File: config.mk
export PLATFORM = sky130hd
export DESIGN_NAME = pool2d_stream
export DESIGN_NICKNAME = d
export VERILOG_FILES = /design/src/rtl/pool2d_stream.sv
export SDC_FILE = /design/constraint.sdc
export NUM_CORES = 1
export LEC_CHECK = 0
export ABC_AREA = 1
export CELL_PAD_IN_SITES_DETAIL_PLACEMENT = 1
export CELL_PAD_IN_SITES_GLOBAL_PLACEMENT = 2
export CORE_UTILIZATION = 37
export CTS_BUF_LIST = sky130_fd_sc_hd__clkbuf_4 sky130_fd_sc_hd__clkbuf_8
export CTS_CLUSTER_SIZE = 25
export DETAILED_ROUTE_END_ITERATION = 16
export MAX_ROUTING_LAYER = met4
export PLACE_DENSITY_LB_ADDON = 0.1
export REMOVE_ABC_BUFFERS = 1
export SYNTH_ARGS = -nofsm -noshare
export SYNTH_HDL_FRONTEND = slang
export SYNTH_SLANG_ARGS = --single-unit
File: constraint.sdc
create_clock -name clk -period 5.85 [get_ports clk]
set_clock_uncertainty 0.05 [all_clocks]
set_input_delay 1.17 -clock clk [delete_from_list [all_inputs] [get_ports clk]]
set_output_delay 1.17 -clock clk [all_outputs]
set_load 0.05 [all_outputs]
File: src/rtl/pool2d_stream.sv
// Streaming 2x2/stride-2 average/max pooling with half-row line buffer and valid/ready on both sides.
// Optional fused ReLU on the pooled result when POOL_RELU_EN is defined.
module pool2d_stream #(
   parameter int DATA_W = 32,
   parameter int CH     = 1,
   parameter int FM_W   = 6,
   parameter int FM_H   = 6
) (
   input  logic                 clk,
   input  logic                 rst,
   input  logic                 mode,
   input  logic                 in_valid,
   output logic                 in_ready,
   input  logic [CH*DATA_W-1:0] in_data,
   output logic                 out_valid,
   input  logic                 out_ready,
   output logic [CH*DATA_W-1:0] out_data,
   output logic                 frame_done
);

   localparam int HW = FM_W / 2;
   localparam int AW = DATA_W + 2;
   localparam int CW = $clog2(FM_W);
   localparam int RW = $clog2(FM_H);
   localparam int IW = (HW > 1) ? $clog2(HW) : 1;

   logic [CW-1:0]        col;
   logic [RW-1:0]        row;
   logic                 mode_q;
   logic                 out_last;
   logic [CH*DATA_W-1:0] pair_q;
   logic [CH*AW-1:0]     lb [HW];
   logic [CH*AW-1:0]     pair_res;
   logic [CH*DATA_W-1:0] blk_res;
   logic [IW-1:0]        col_half;
   logic                 accept;
   logic                 col_last;
   logic                 row_last;
   logic                 fill;
   logic                 emit;

   assign in_ready   = ~out_valid | out_ready;
   assign accept     = in_valid & in_ready;
   assign col_half   = IW'(col >> 1);
   assign col_last   = (col == CW'(FM_W - 1));
   assign row_last   = (row == RW'(FM_H - 1));
   assign fill       = accept & ~row[0] & col[0];
   assign emit       = accept & row[0] & col[0];
   assign frame_done = out_valid & out_ready & out_last;

   // Pair reduction across the current column pair, then block reduction against the buffered upper pair.
   always_comb begin : reduce
      logic signed [DATA_W-1:0] a;
      logic signed [DATA_W-1:0] b;
      logic signed [AW-1:0]     ea;
      logic signed [AW-1:0]     eb;
      logic signed [AW-1:0]     pr;
      logic signed [AW-1:0]     lbv;
      logic signed [AW-1:0]     sum4;
      logic        [DATA_W-1:0] blk;
      // NOTE: every always_comb target gets a default first so no path can infer a latch.
      pair_res = '0;
      blk_res  = '0;
      a        = '0;
      b        = '0;
      ea       = '0;
      eb       = '0;
      pr       = '0;
      lbv      = '0;
      sum4     = '0;
      blk      = '0;
      for (int k = 0; k < CH; k++) begin
         a    = pair_q[k*DATA_W +: DATA_W];
         b    = in_data[k*DATA_W +: DATA_W];
         ea   = {{2{a[DATA_W-1]}}, a};
         eb   = {{2{b[DATA_W-1]}}, b};
         pr   = mode_q ? ((ea > eb) ? ea : eb) : (ea + eb);
         lbv  = lb[col_half][k*AW +: AW];
         sum4 = pr + lbv;
         blk  = mode_q ? DATA_W'((pr > lbv) ? pr : lbv) : DATA_W'(sum4 >>> 2);
`ifdef POOL_RELU_EN
         if (blk[DATA_W-1]) blk = '0;
`else
`endif
         pair_res[k*AW +: AW]       = pr;
         blk_res[k*DATA_W +: DATA_W] = blk;
      end
   end

   // NOTE: sequential state uses non-blocking assignments only, so every reader sees pre-edge values.
   always_ff @(posedge clk) begin
      if (rst) begin
         col       <= '0;
         row       <= '0;
         mode_q    <= 1'b0;
         out_valid <= 1'b0;
         out_data  <= '0;
         out_last  <= 1'b0;
      end else begin
         if (accept) begin
            if (row == '0 && col == '0) mode_q <= mode;
            if (col_last) begin
               col <= '0;
               row <= row_last ? '0 : row + RW'(1);
            end else begin
               col <= col + CW'(1);
            end
         end
         if (emit) begin
            out_valid <= 1'b1;
            out_data  <= blk_res;
            out_last  <= row_last & col_last;
         end else if (out_ready) begin
            out_valid <= 1'b0;
            out_last  <= 1'b0;
         end
      end
   end

   // NOTE: pair register and line buffer are not reset; each entry is written earlier in the frame than it is read.
   always_ff @(posedge clk) begin
      if (accept && !col[0]) pair_q <= in_data;
      if (fill) lb[col_half] <= pair_res;
   end

endmodule

-- Word level (Yosys, flattened, before mapping)
Memories as Yosys holds them, arrays and structs flattened. A register that Yosys moved wholly into a read port is not among the register bits.
Cells that the tools add are included.
- output and inout bits: 35
- word-level logic and storage cells: 48
- bits in writable memories: 102
- flip-flop bits (word level): 73
- memories kept: 1
- mux-type cells: 13
- $lt $le $gt $ge: 2
- $add $sub $neg: 4
- bitwise operators: 11
- reduce and logical (&&, ||, !) cells: 8
- eq/ne operators: 2
- memories (name ; words ; width ; rd ports ; clocked after memory_dff ; write ports ; RTL line ; text):
    lb ; 3 ; 34 ; 1 ; 1 ; 1 ; 32 ; logic [CH*AW-1:0] lb [HW];
- operators with widths (kind ; count):
    $mux 34 ; 2
    $mux 32 ; 2
    $add 34x34->34 ; 1
    $gt 34x34->1 ; 1
    $add 32x32->33 ; 1
    $gt 32x32->1 ; 1
    $and 1x1->1 ; 8
    $add 3x1->3 const B ; 2
    $eq 3x3->1 const B ; 2
    $logic_not 3->1 ; 2
    $mux 3 ; 2
    $mux 1 ; 5
    $mux 2 ; 2
    $reduce_and 2->1 ; 2
    $logic_and 1x1->1 ; 2
    $not 1->1 ; 2
    $reduce_bool 2->1 ; 1
    $logic_not 1->1 ; 1
    $or 1x1->1 ; 1

-- Depth between registers and ports, before layout
- depth in word-level cells: 7
- gate-level depth with buffers: 38

-- Worst setup path before layout
No wires, ideal clock.
- kind: input -> register
- start point: input out_ready
- end point: memory lb[2][0] (netlist bit) (enable)
- path buffers: 0
- arrival: 5.204 ns
- path slack: 0.086 ns
- setup time: 0.509 ns
- cell stages on the path: 6
- required time: 5.291 ns
- path through: inv_1 nand2_1 nand2_1 nor2_1 inv_1 nor4_1
- word-level cells in the longest chain between the ends: 6
- RTL lines (what ; RTL line ; text):
    from (decl) ; 16 ; input logic out_ready,
    $or 1x1->1 ; 42 ; assign in_ready = ~out_valid | out_ready;
    net in_ready ; 13 ; output logic in_ready,
    $and 1x1->1 ; 43 ; assign accept = in_valid & in_ready;
    $and 1x1->1 (2 in a row) ; 47 ; assign fill = accept & ~row[0] & col[0];
    $mux 1 ; 123 ; if (fill) lb[col_half] <= pair_res;
    $mux 1 (implied by the code) ; 123 ;
    to (decl) ; 32 ;
The timed path passes the listed nets, and every way through them passes these cells.

-- Worst setup path after layout
- start point: input in_data[1]
- end point: register out_data[12]
- word-level cells in the longest chain between the ends: 6
- elaborated cells on any way between the ends: 8
- those cells by class: add/sub (2); order compare (2); mux (4)
- RTL lines (what ; RTL line ; text):
    from (decl) ; 14 ; input logic [CH*DATA_W-1:0] in_data,
    $gt 32x32->1 ; 77 ; pr = mode_q ? ((ea > eb) ? ea : eb) : (ea + eb);
    $mux 34 ; 77 ;
    $mux 34 * ; 77 ;
    net pair_res[32] ; 33 ; logic [CH*AW-1:0] pair_res;
    $gt 34x34->1 * ; 80 ; blk = mode_q ? DATA_W'((pr > lbv) ? pr : lbv) : DATA_W'(sum4 >>> 2);
    $mux 32 * (2 in a row) ; 80 ;
    to (signal assigned) ; 111 ; out_data <= blk_res;
    to (decl) ; 17 ; output logic [CH*DATA_W-1:0] out_data,
Mark *: on every way through the listed nets, which the timed path passes. The rest lies on a longest branch.
A chain may end at the register's enable or synchronous reset.

==> qor.yml <==
sta:
  finalSetupViolations: 0
  tns_ns: 0
  holdWs_ns: 0.462
  hold_viol_final: 0
  report.final.slew_viol_count: 0
  relSlewSlack_pct: 27.7
  fin_crit_ns: 5.57
  fin_ws_ns: 0.285
  fmax_ghz: 0.180
  tightest_slew_ns: 1.09
  period_share_pct: 95.1
grt:
  gr-total-overflow: 0
  grt_pass1_wl_um: 82800
  grt_pass1_vias: 15100
  busiest_layer: "met2"
  use_met3_pct: 3.69
  grt_max_degree: 62
  antenna_found_initial: 0
  met1_usage_pct: 37.1
  gr-usage-met2_pct: 49.3
  grt_usage_pct: 29.5
placed_design:
  hpwl_um: 41900
  gp_congestion: 0.933
  pre_cts_ws_ns: -0.658
  portBuffers: 71
power_and_ir_drop:
  power.leakage_nw: 8.70
  peakVddDrop_mv: 0.165
  power.total_mw: 4.94
  power.density_nw_per_um2: 278
floorplanning:
  placementRows: 70
  core_um2: 36500
  ios: 72
  start_util_pct: 37.4
  dieArea_um2: 37700
  fp.dieH_um: 194
  die_x_um: 194
detailed_routing:
  routed_wl_um: 53100
  detail_route.wl_per_cell_um: 19.5
  drtIter0Drc: 657
  dr.pass1.iters: 6
  vias: 14200
  vias_per_cell: 5.20
  ant_nets: 0
  drc_errors: 0
clock_network:
  cts_tree: "built"
  htree_levels: 4
  clk_pin_slew_ns: 0.11
  cts_buffers: 17
  clkLatencyLatePin_ns: 0.52
  ctsLongestPathBuffers: 2
  clock-sinks: 174
  cts_root_buf: "clkbuf_8"
logic_synthesis:
  synth_seq_cells: 174
  synth_edf_count: 131
  async_reset_ff_share_pct: 0
  yosysTopAreaCellShare_pct: 28.8
  syn_area_um2: 13700
  synth_top_area_cell: "edfxtp_1"
  netlist_instances: 1880
  syn_avg_cell_area_um2: 7.27
  synth_common_cells: "nand2_1, inv_1, nand3_1, a21oi_1, nor2_1"
  synth_top_cells_by_area: "edfxtp_1, ha_1, nand2_1, inv_1, dfxtp_1"
  yosysWarnings: 0
  synth_flop_cell: "edfxtp_1"
  seq_area_frac_synth_pct: 35.1
  synth.distinct_cells: 45
  yosysMostFrequentCell: "nand2_1"
finish:
  final_nets: 2409
  area_delta_synth_final_pct: 29.9
  fillCellCount: 4680
  layout-drive-gt1-share_pct: 19.5
  multi_input_area_um2: 7500
  diodes: 0
  regArea_um2: 4800
worst_setup_path:
  slowest_delay_ns: 0.51
  critPathKind: "in -> reg"
  start_kind: "input pin"
  cp.arrival_ns: 5.98
  crit_top_cell: "nand2_1"
  worstPathRequired_ns: 6.27
  cpMaxStageDelayCell: "clkdlybuf4s50_1"
  path_max_fanout: 16
  endpoint_kind: "register"
worst_hold_path:
  min_path_type: "reg -> reg"
job:
  cap_violations: 0
status:
  status: "finished, final reports clean"
[worst paths after layout]
| kind | from | endpoint | slack, ns | cells after the start |
|---|---|---|---|---|
| min reg2reg | out_last | out_last | 0.46 | 2 |
| max | in_data[1] | out_data[12] | 0.28 | 31 |
| max reg2reg | pair_q[2] | out_data[12] | 1.04 | 26 |
| min | out_last | out_last | 0.46 | 2 |
[kinds of logic after synthesis]
family	synth area share (%)
AND/OR/NAND/NOR	25.6
AO/OA/AOI/OAI	15.7
buffers and inverters	11.1
flip-flops	35.1
adder cells (fa/ha/maj)	12.0
XOR/XNOR	0.448
[state kept, by name (all words and copies together), names as in the netlist, named ones only]
signal     count
out_last       1
mode_q         1
lb            99
col            3
row            3
out_valid      1
out_data      32
pair_q        32
[power breakdown]
| part | switching [mW] | total [mW] | internal [mW] |
|---|---|---|---|
| logic | 1.51 | 2.58 | 1.07 |
| clock network | 0.544 | 0.936 | 0.392 |
| registers | 0.0180 | 1.42 | 1.40 |
[layer usage]
metal,share of wire [%],wire length (µm)
met1,46,24400
met2,48,25700
met3,3.2,1710
met4,2.5,1320
met5,0,0
[layout by cell type (no fill, tap or decap), types with 7 or more instances in the layout]
cell type        netlist  final
o21bai_1              13     13
nand3_1              172    168
clkbuf_8               0     17
or2_2                 40     40
nor4_1                10      8
clkdlybuf4s50_1        0     70
o211ai_1              34     34
xor2_1                 7      7
nor2_1               143    137
dfxtp_1               43     42
buf_4                  3    320
nand2_1              344    337
a21oi_1              170    167
nand2_2                1      8
edfxtp_1             131    131
o21ai_0              139    132
nor3_1                21     18
inv_1                331    330
nand4_1               43     43
o21ai_1                5     10
o21a_1                 7      7
ha_1                 130    129
[final cells by class]
| cell class | count | share of cell area, % |
|---|---|---|
| Clock buffer | 18 | 1.36 |
| Clock inverter | 14 | 0.873 |
| Inverter | 336 | 7.13 |
| Multi-Input combinational cell | 1316 | 42.2 |
| Sequential cell | 174 | 27.0 |
| Tap cell | 468 | 3.30 |
| Timing Repair Buffer | 396 | 18.1 |
[critical path: cells and delay by family]
kind | cells | cell delay (ns)
and+or+nand+nor | 19 | 2.27
adders and majority gates | 2 | 0.72
AOI/OAI and AO/OA | 4 | 0.61
buffers and inverters | 6 | 1.15
[what timing repair did]
action | 4_1_cts | 5_1_grt
endpoints found under the setup margin | 22 | 32
pin swaps | 0 | 3
buffers inserted | 0 | 1
hold buffers | 0 | 0
gates cloned | 0 | 0
gates resized for setup | 2 | 34
[stage by stage]
stage               util, %  instance area [µm²]  instances
floorplan                 -                13400       1826
detailed placement     47.2                17200       2689
CTS                    48.3                17700       2721
global placement       47.2                17200       2689
finish                 48.6                17800       2722
global route           48.6                17800       2722
(Power assumes the default switching activity.)
